[config.mk]
export PLATFORM = sky130hd
export DESIGN_NAME = uivtc_pattern_gen
export DESIGN_NICKNAME = d
export VERILOG_FILES = /design/src/rtl/uivtc_pkg.sv /design/src/rtl/uipattern_rgb.sv /design/src/rtl/uivtc_pattern_gen.sv
export SDC_FILE = /design/constraint.sdc
export NUM_CORES = 1
export LEC_CHECK = 0
export CORE_MARGIN = 1
export CORE_UTILIZATION = 40
export CTS_CLUSTER_SIZE = 28
export DETAILED_ROUTE_END_ITERATION = 7
export PLACE_DENSITY = 0.72
export SETUP_SLACK_MARGIN = 0.2
export SYNTH_ARGS = -nofsm -noshare
export SYNTH_HDL_FRONTEND = slang
export SYNTH_SLANG_ARGS = --single-unit
[constraint.sdc]
create_clock -name PCLK_i -period 6.7 [get_ports PCLK_i]
set_clock_uncertainty 0.2 [all_clocks]
set_input_delay 1.34 -clock PCLK_i [delete_from_list [all_inputs] [get_ports PCLK_i]]
set_output_delay 1.34 -clock PCLK_i [all_outputs]
set_load 0.02 [all_outputs]
[src/rtl/uivtc_pkg.sv]
// uivtc_pkg: shared pattern codes, colour-bar table and controller state encoding
package uivtc_pkg;
  localparam logic [1:0] PAT_BARS = 2'd0;
  localparam logic [1:0] PAT_RAMP = 2'd1;
  localparam logic [1:0] PAT_GRID = 2'd2;
  localparam logic [1:0] PAT_FILL = 2'd3;
  localparam logic [23:0] BAR_RGB [8] = '{
    24'hFFFFFF, 24'hFFFF00, 24'h00FFFF, 24'h00FF00,
    24'hFF00FF, 24'hFF0000, 24'h0000FF, 24'h000000
  };
  typedef enum logic [1:0] {IDLE, RUN, DRAIN} state_e;
endpackage

[src/rtl/uipattern_rgb.sv]
// uipattern_rgb: combinational pixel colour for the selected test pattern
module uipattern_rgb
  import uivtc_pkg::*;
(
  input  logic [1:0]  i_pat,
  input  logic [7:0]  i_x,
  input  logic [4:0]  i_y,
  input  logic [2:0]  i_bar_idx,
  input  logic [23:0] i_fill,
  output logic [23:0] o_rgb
);
  // grid lines every 32 pixels in both directions, ramp follows the low x byte
  always_comb begin
    o_rgb = i_pat == PAT_FILL ? i_fill :
            i_pat == PAT_GRID ? ((i_x[4:0] == '0 || i_y == '0) ? 24'hFFFFFF : 24'h000000) :
            i_pat == PAT_RAMP ? {3{i_x}} :
            BAR_RGB[i_bar_idx];
  end
endmodule

[src/rtl/uivtc_pattern_gen.sv]
// uivtc_pattern_gen: video timing controller with built-in test-pattern source
module uivtc_pattern_gen
  import uivtc_pkg::*;
#(
  parameter int H_ACTIVE = 1280,
  parameter int H_FP     = 110,
  parameter int H_SYNC   = 40,
  parameter int H_BP     = 220,
  parameter int V_ACTIVE = 720,
  parameter int V_FP     = 5,
  parameter int V_SYNC   = 5,
  parameter int V_BP     = 20,
  parameter bit HS_POL   = 1'b1,
  parameter bit VS_POL   = 1'b1
) (
  input  logic        PCLK_i,
  input  logic        RSTn_i,
  input  logic        EN_i,
  input  logic [1:0]  PAT_i,
  input  logic [23:0] FILL_i,
  output logic        VS_o,
  output logic        HS_o,
  output logic        VDE_o,
  output logic [23:0] RGB_o,
  output logic [11:0] X_o,
  output logic [11:0] Y_o,
  output logic        SOF_o,
  output logic        BUSY_o
);
  localparam int H_TOTAL = H_ACTIVE + H_FP + H_SYNC + H_BP;
  localparam int V_TOTAL = V_ACTIVE + V_FP + V_SYNC + V_BP;
  localparam int HW = $clog2(H_TOTAL);
  localparam int VW = $clog2(V_TOTAL);
  localparam int BW = H_ACTIVE / 8;
  localparam int BCW = BW > 1 ? $clog2(BW) : 1;
  localparam logic [HW-1:0] H_LAST = HW'(H_TOTAL - 1);
  localparam logic [VW-1:0] V_LAST = VW'(V_TOTAL - 1);
  localparam logic [HW-1:0] H_ACT = HW'(H_ACTIVE);
  localparam logic [HW-1:0] HS_BEG = HW'(H_ACTIVE + H_FP);
  localparam logic [HW-1:0] HS_END = HW'(H_ACTIVE + H_FP + H_SYNC);
  localparam logic [VW-1:0] V_ACT = VW'(V_ACTIVE);
  localparam logic [VW-1:0] VS_BEG = VW'(V_ACTIVE + V_FP);
  localparam logic [VW-1:0] VS_END = VW'(V_ACTIVE + V_FP + V_SYNC);
  localparam logic [BCW-1:0] BAR_LAST = BCW'(BW - 1);

  state_e          r_state;
  logic [HW-1:0]   r_h;
  logic [VW-1:0]   r_v;
  logic [BCW-1:0]  r_bar_cnt;
  logic [2:0]      r_bar_idx;
  logic [1:0]      r_pat;
  logic [23:0]     r_fill;
  logic            r_vs, r_hs, r_vde, r_sof;
  logic [23:0]     r_rgb;
  logic [11:0]     r_x, r_y;
  logic            w_run, w_h_end, w_frame_end, w_active, w_hs_on, w_vs_on;
  logic [11:0]     w_x, w_y;
  logic [23:0]     w_rgb;

  // region decode of the current counter values
  always_comb begin
    w_run       = r_state != IDLE;
    w_h_end     = r_h == H_LAST;
    w_frame_end = w_h_end && r_v == V_LAST;
    w_active    = w_run && r_h < H_ACT && r_v < V_ACT;
    w_hs_on     = w_run && r_h >= HS_BEG && r_h < HS_END;
    w_vs_on     = w_run && r_v >= VS_BEG && r_v < VS_END;
    w_x         = 12'(r_h);
    w_y         = 12'(r_v);
  end

  uipattern_rgb u_rgb (
    .i_pat     (r_pat),
    .i_x       (w_x[7:0]),
    .i_y       (w_y[4:0]),
    .i_bar_idx (r_bar_idx),
    .i_fill    (r_fill),
    .o_rgb     (w_rgb)
  );

  // run control and raster counters; pattern settings latch only at frame starts
  always_ff @(posedge PCLK_i or negedge RSTn_i) begin
    if (!RSTn_i) begin
      r_state   <= IDLE;
      r_h       <= '0;
      r_v       <= '0;
      r_bar_cnt <= '0;
      r_bar_idx <= '0;
      r_pat     <= PAT_BARS;
      r_fill    <= '0;
    end else if (r_state == IDLE) begin
      if (EN_i) begin
        r_state <= RUN;
        r_pat   <= PAT_i;
        r_fill  <= FILL_i;
      end
    end else begin
      r_h       <= w_h_end ? '0 : r_h + 1'b1;
      r_v       <= w_h_end ? (w_frame_end ? '0 : r_v + 1'b1) : r_v;
      r_bar_cnt <= (w_h_end || r_bar_cnt == BAR_LAST) ? '0 : r_bar_cnt + 1'b1;
      r_bar_idx <= w_h_end ? '0 : (r_bar_cnt == BAR_LAST ? r_bar_idx + 1'b1 : r_bar_idx);
      if (w_frame_end) begin
        r_state <= EN_i ? RUN : IDLE;
        r_pat   <= PAT_i;
        r_fill  <= FILL_i;
      end else if (!EN_i) begin
        r_state <= DRAIN;
      end
    end
  end

  // output stage: every video output one clock behind the counters it decodes
  always_ff @(posedge PCLK_i or negedge RSTn_i) begin
    if (!RSTn_i) begin
      r_vs  <= !VS_POL;
      r_hs  <= !HS_POL;
      r_vde <= 1'b0;
      r_rgb <= '0;
      r_x   <= '0;
      r_y   <= '0;
      r_sof <= 1'b0;
    end else begin
      r_vs  <= w_vs_on ~^ VS_POL;
      r_hs  <= w_hs_on ~^ HS_POL;
      r_vde <= w_active;
      r_rgb <= w_active ? w_rgb : '0;
      r_x   <= w_active ? w_x : '0;
      r_y   <= w_active ? w_y : '0;
      r_sof <= w_active && r_h == '0 && r_v == '0;
    end
  end

  assign VS_o   = r_vs;
  assign HS_o   = r_hs;
  assign VDE_o  = r_vde;
  assign RGB_o  = r_rgb;
  assign X_o    = r_x;
  assign Y_o    = r_y;
  assign SOF_o  = r_sof;
  assign BUSY_o = w_run;
endmodule
==> results.toml <==
[min_path]
min_path_type = "flop to flop"

[sta]
final_hold_viols = 0
max_slew_margin = 0.255
post-route-period-util = 0.579
final.min_clock_period_ns = 3.88
final.setup.tns_ns = 0
setup_violations = 0
worst-slew-pin-transition_ns = 1.11
grt_setup_unrepaired = "false"
max_freq_mhz = 258
final_max_slew_viol_count = 0

[power_and_ir_drop]
irDropWorstVdd_mv = 0.0994
sequential_power_share = 0.536
net-switching-power_w = 0.000297
power.share.combinational = 0.070
cellLeakagePower_nw = 2.52
share_clk_of_total_power = 0.394
power.density_nw_per_um2 = 213
internal_power_w = 0.000976
swShare = 0.233

[worst_setup_path]
worst-endpoint-required_ns = 5.16
crit_arrival_ns = 2.34
critPathLaunchType = "flop"
endpoint_type_of_the_worst_setup_path = "primary output"
worst-setup-path-type = "flop to primary output"
crit_fanout = 15

[detailed_routing]
drt_pass1_iterations = 5
drt.antenna.violating_nets = 0
dr_total_vias = 3459
post_drt_wl_per_cell_um = 16.6
post-route-drc-count = 0
dr.first_iter.drc_count = 234
drt_wl_total_um = 10800
route.detailed.vias_per_inst = 5.34

[clock_tree]
ctsHtreeMaxLevel = 3
resize_count_post_cts = 0
clk_root_buffer_cell = "sky130_fd_sc_hd__clkbuf_16"
postCtsSetupRepairBufs = 0
cts.hold.buffers_added = 0
worstSkewPairLatency_ns = 0.35
max-clock-path-buffers = 2
clock_tree_from_tritoncts = "built"
cts.reportedPaths.clkPinSlew_ns = 0.07
cts.sinks = 109
numCtsBuffers = 9

[logic_synthesis]
synth_cell_type_count = 57
synth.ff_latch_count = 109
post_synth.cell_area_avg_um2 = 11.3
async_flop_share = 1.00
ys_warn_count = 0
syn_inst = 432
postSynth.topFlopCell = "sky130_fd_sc_hd__dfrtp_1"
mappedNetlistArea_um2 = 4880
synth_seq_area_share = 0.559
synth-edff-count = 0

[global_route]
grt_antenna_before_repair = 0
groute.usage.overall = 0.177
grt_pass1_vias = 3335
globalRouteOverflowTotal = 0
grt_start_max_net_pins = 59
global_route_wire_length_before_repair_um = 17400

[floorplanning]
ios = 82
start_util = 0.418
chipHeight_um = 112
floorplan.core_area_um2 = 11700
placement_rows = 39
dieArea_um2 = 12600
die_width_um = 112

[final_layout]
finalNetCount = 538
utilization = 0.512
antenna-diode-count = 0
area.sequential_um2 = 2730
area_delta_synth_final_pct = 22.5
fillers = 1004
stdcell_area_um2 = 5980
multi_input_combinational_cell_area_um2 = 1920
share_of_cells_above_drive_strength_1 = 0.111

[placement]
detailed_place_hpwl_um = 7370
placed_cell_area_um2 = 5700
total_of_buffers_placed_on_input_and_output_ports = 78
gp_routability_congestion = 0.890

[job]
drv.max_cap_violation_count = 0

[status]
run_status = "completed"
==> power by group through the flow <==
| stage | combinational, W | clock (W) | sequential [W] |
|---|---|---|---|
| 3_5_place_dp | 0.0000901 | 0 | 0.000695 |
| 4_1_cts | 0.0000903 | 0.000512 | 0.000682 |
| 5_1_grt | 0.0000967 | 0.000536 | 0.000684 |
| 3_3_place_gp | 0.0000886 | 0 | 0.000695 |
| 2_1_floorplan | 0.0000260 | 0 | 0.000704 |
| 6_report | 0.0000890 | 0.000502 | 0.000683 |
==> through the flow <==
step	setup slack, ns	power (W)	std cells	hold slack, ns
5_1_grt	2.68	0.00132	648	0.336
3_3_place_gp	3.29	0.000783	632	0.291
4_1_cts	2.83	0.00128	648	0.315
6_report	2.82	0.00127	648	0.319
3_5_place_dp	3.22	0.000785	632	0.293
2_1_floorplan	4.15	0.000730	434	0.276
==> registers in the layout (all words and copies together) (netlist names) <==
register / cells
VS_o: 1
HS_o: 1
r_bar_cnt: 8
r_fill: 24
RGB_o: 24
r_state: 2
VDE_o: 1
X_o: 11
Y_o: 10
r_pat: 2
r_v: 10
SOF_o: 1
r_bar_idx: 3
r_h: 11
==> metal layers <==
metal,track usage,up-vias,wire length (µm)
li1,-,1651,-
met1,0.259,1707,5140
met2,0.267,89,5050
met3,0.0270,12,416
met4,0.0649,0,160
met5,0,-,0
==> final timing paths <==
kind                       slack (ns)  startpoint  cells past startpoint         to
max                              2.82  r_state[0]                      3     BUSY_o
min                              0.32   r_fill[9]                      1  r_fill[9]
max reg2reg                      3.86      r_h[1]                      6   r_pat[1]
min reg2reg                      0.32   r_fill[9]                      1  r_fill[9]
max in group asynchronous        4.30      RSTn_i                      2  RGB_o[23]
min in group asynchronous        0.81      RSTn_i                      1     Y_o[1]
==> area by class of cell <==
class | count | share of cell area
clock buffers | 11 | 0.0389
flip-flops and latches | 109 | 0.456
well taps | 143 | 0.0299
multi-input cells | 279 | 0.321
repair buffers | 80 | 0.133
inverters | 21 | 0.0132
clock inverters | 5 | 0.00733
==> placed cells by master (no fill, tap or decap), drive strengths merged, types with 2 or more instances in the layout <==
cell / synthesis / final
or4b: 3 / 3
a31oi: 4 / 4
a21oi: 36 / 36
or3: 4 / 4
or4: 3 / 3
buf: 9 / 3
clkbuf: 16 / 11
and4b: 2 / 2
o21ai: 28 / 28
nor4: 7 / 7
nand2: 21 / 21
inv: 21 / 24
o2111a: 2 / 2
mux2: 27 / 27
nor2: 34 / 34
nand4: 8 / 8
conb: 1 / 3
clkdlybuf4s50: 0 / 77
ha: 9 / 9
xnor2: 10 / 10
dfrtp: 109 / 109
nand3: 14 / 14
nand2b: 5 / 5
a22o: 3 / 3
nor3: 30 / 30
and3: 9 / 9
==> logic make-up (layout without fill, tap and decap cells) <==
group / count (synthesis) / in the layout / share of synthesized area
and+or+nand+nor: 144 / 144 / 0.166
DFF: 109 / 109 / 0.559
AOI/OAI and AO/OA: 84 / 84 / 0.103
buffers and inverters: 46 / 117 / 0.0490
muxes: 28 / 28 / 0.0797
xor gates and xnor gates: 11 / 11 / 0.0197
adders and majority gates: 9 / 9 / 0.0231
other: 1 / 3 / 0.000768
==> Yosys cell counts (2+ instances only) <==
| master | n | share of area |
|---|---|---|
| sky130_fd_sc_hd__clkbuf_1 | 14 | 0.011 |
| sky130_fd_sc_hd__a31oi_1 | 4 | 0.0051 |
| sky130_fd_sc_hd__xnor2_1 | 10 | 0.018 |
| sky130_fd_sc_hd__dfrtp_1 | 109 | 0.56 |
| sky130_fd_sc_hd__buf_4 | 4 | 0.0062 |
| sky130_fd_sc_hd__nand2b_1 | 5 | 0.0064 |
| sky130_fd_sc_hd__inv_1 | 21 | 0.016 |
| sky130_fd_sc_hd__or4_1 | 2 | 0.0031 |
| sky130_fd_sc_hd__nor3_1 | 29 | 0.030 |
| sky130_fd_sc_hd__ha_1 | 9 | 0.023 |
| sky130_fd_sc_hd__nor2_1 | 33 | 0.025 |
| sky130_fd_sc_hd__a21oi_1 | 36 | 0.037 |
| sky130_fd_sc_hd__buf_12 | 2 | 0.0082 |
| sky130_fd_sc_hd__mux2_2 | 7 | 0.016 |
| sky130_fd_sc_hd__or3_1 | 4 | 0.0051 |
| sky130_fd_sc_hd__o2111a_1 | 2 | 0.0046 |
| sky130_fd_sc_hd__and3_1 | 9 | 0.012 |
| sky130_fd_sc_hd__o21ai_0 | 26 | 0.027 |
| sky130_fd_sc_hd__nor4_1 | 4 | 0.0051 |
| sky130_fd_sc_hd__nand4_1 | 8 | 0.010 |
| sky130_fd_sc_hd__mux2_4 | 20 | 0.062 |
| sky130_fd_sc_hd__buf_6 | 2 | 0.0046 |
| sky130_fd_sc_hd__or4b_1 | 2 | 0.0041 |
| sky130_fd_sc_hd__nand2_1 | 20 | 0.015 |
| sky130_fd_sc_hd__nand3_1 | 13 | 0.013 |
| sky130_fd_sc_hd__clkbuf_2 | 2 | 0.0021 |
| sky130_fd_sc_hd__and4b_1 | 2 | 0.0041 |
| sky130_fd_sc_hd__a22o_1 | 3 | 0.0054 |
| sky130_fd_sc_hd__nor4_4 | 2 | 0.0087 |
==> critical path, cell delays in order, from the launching register on <==
cell                              delay, ns
sky130_fd_sc_hd__dfrtp_1               0.43
sky130_fd_sc_hd__nor2_2                0.53
sky130_fd_sc_hd__inv_1                 0.40
sky130_fd_sc_hd__clkdlybuf4s50_1       0.64
No activity file was read; power rests on OpenSTA's default activity.
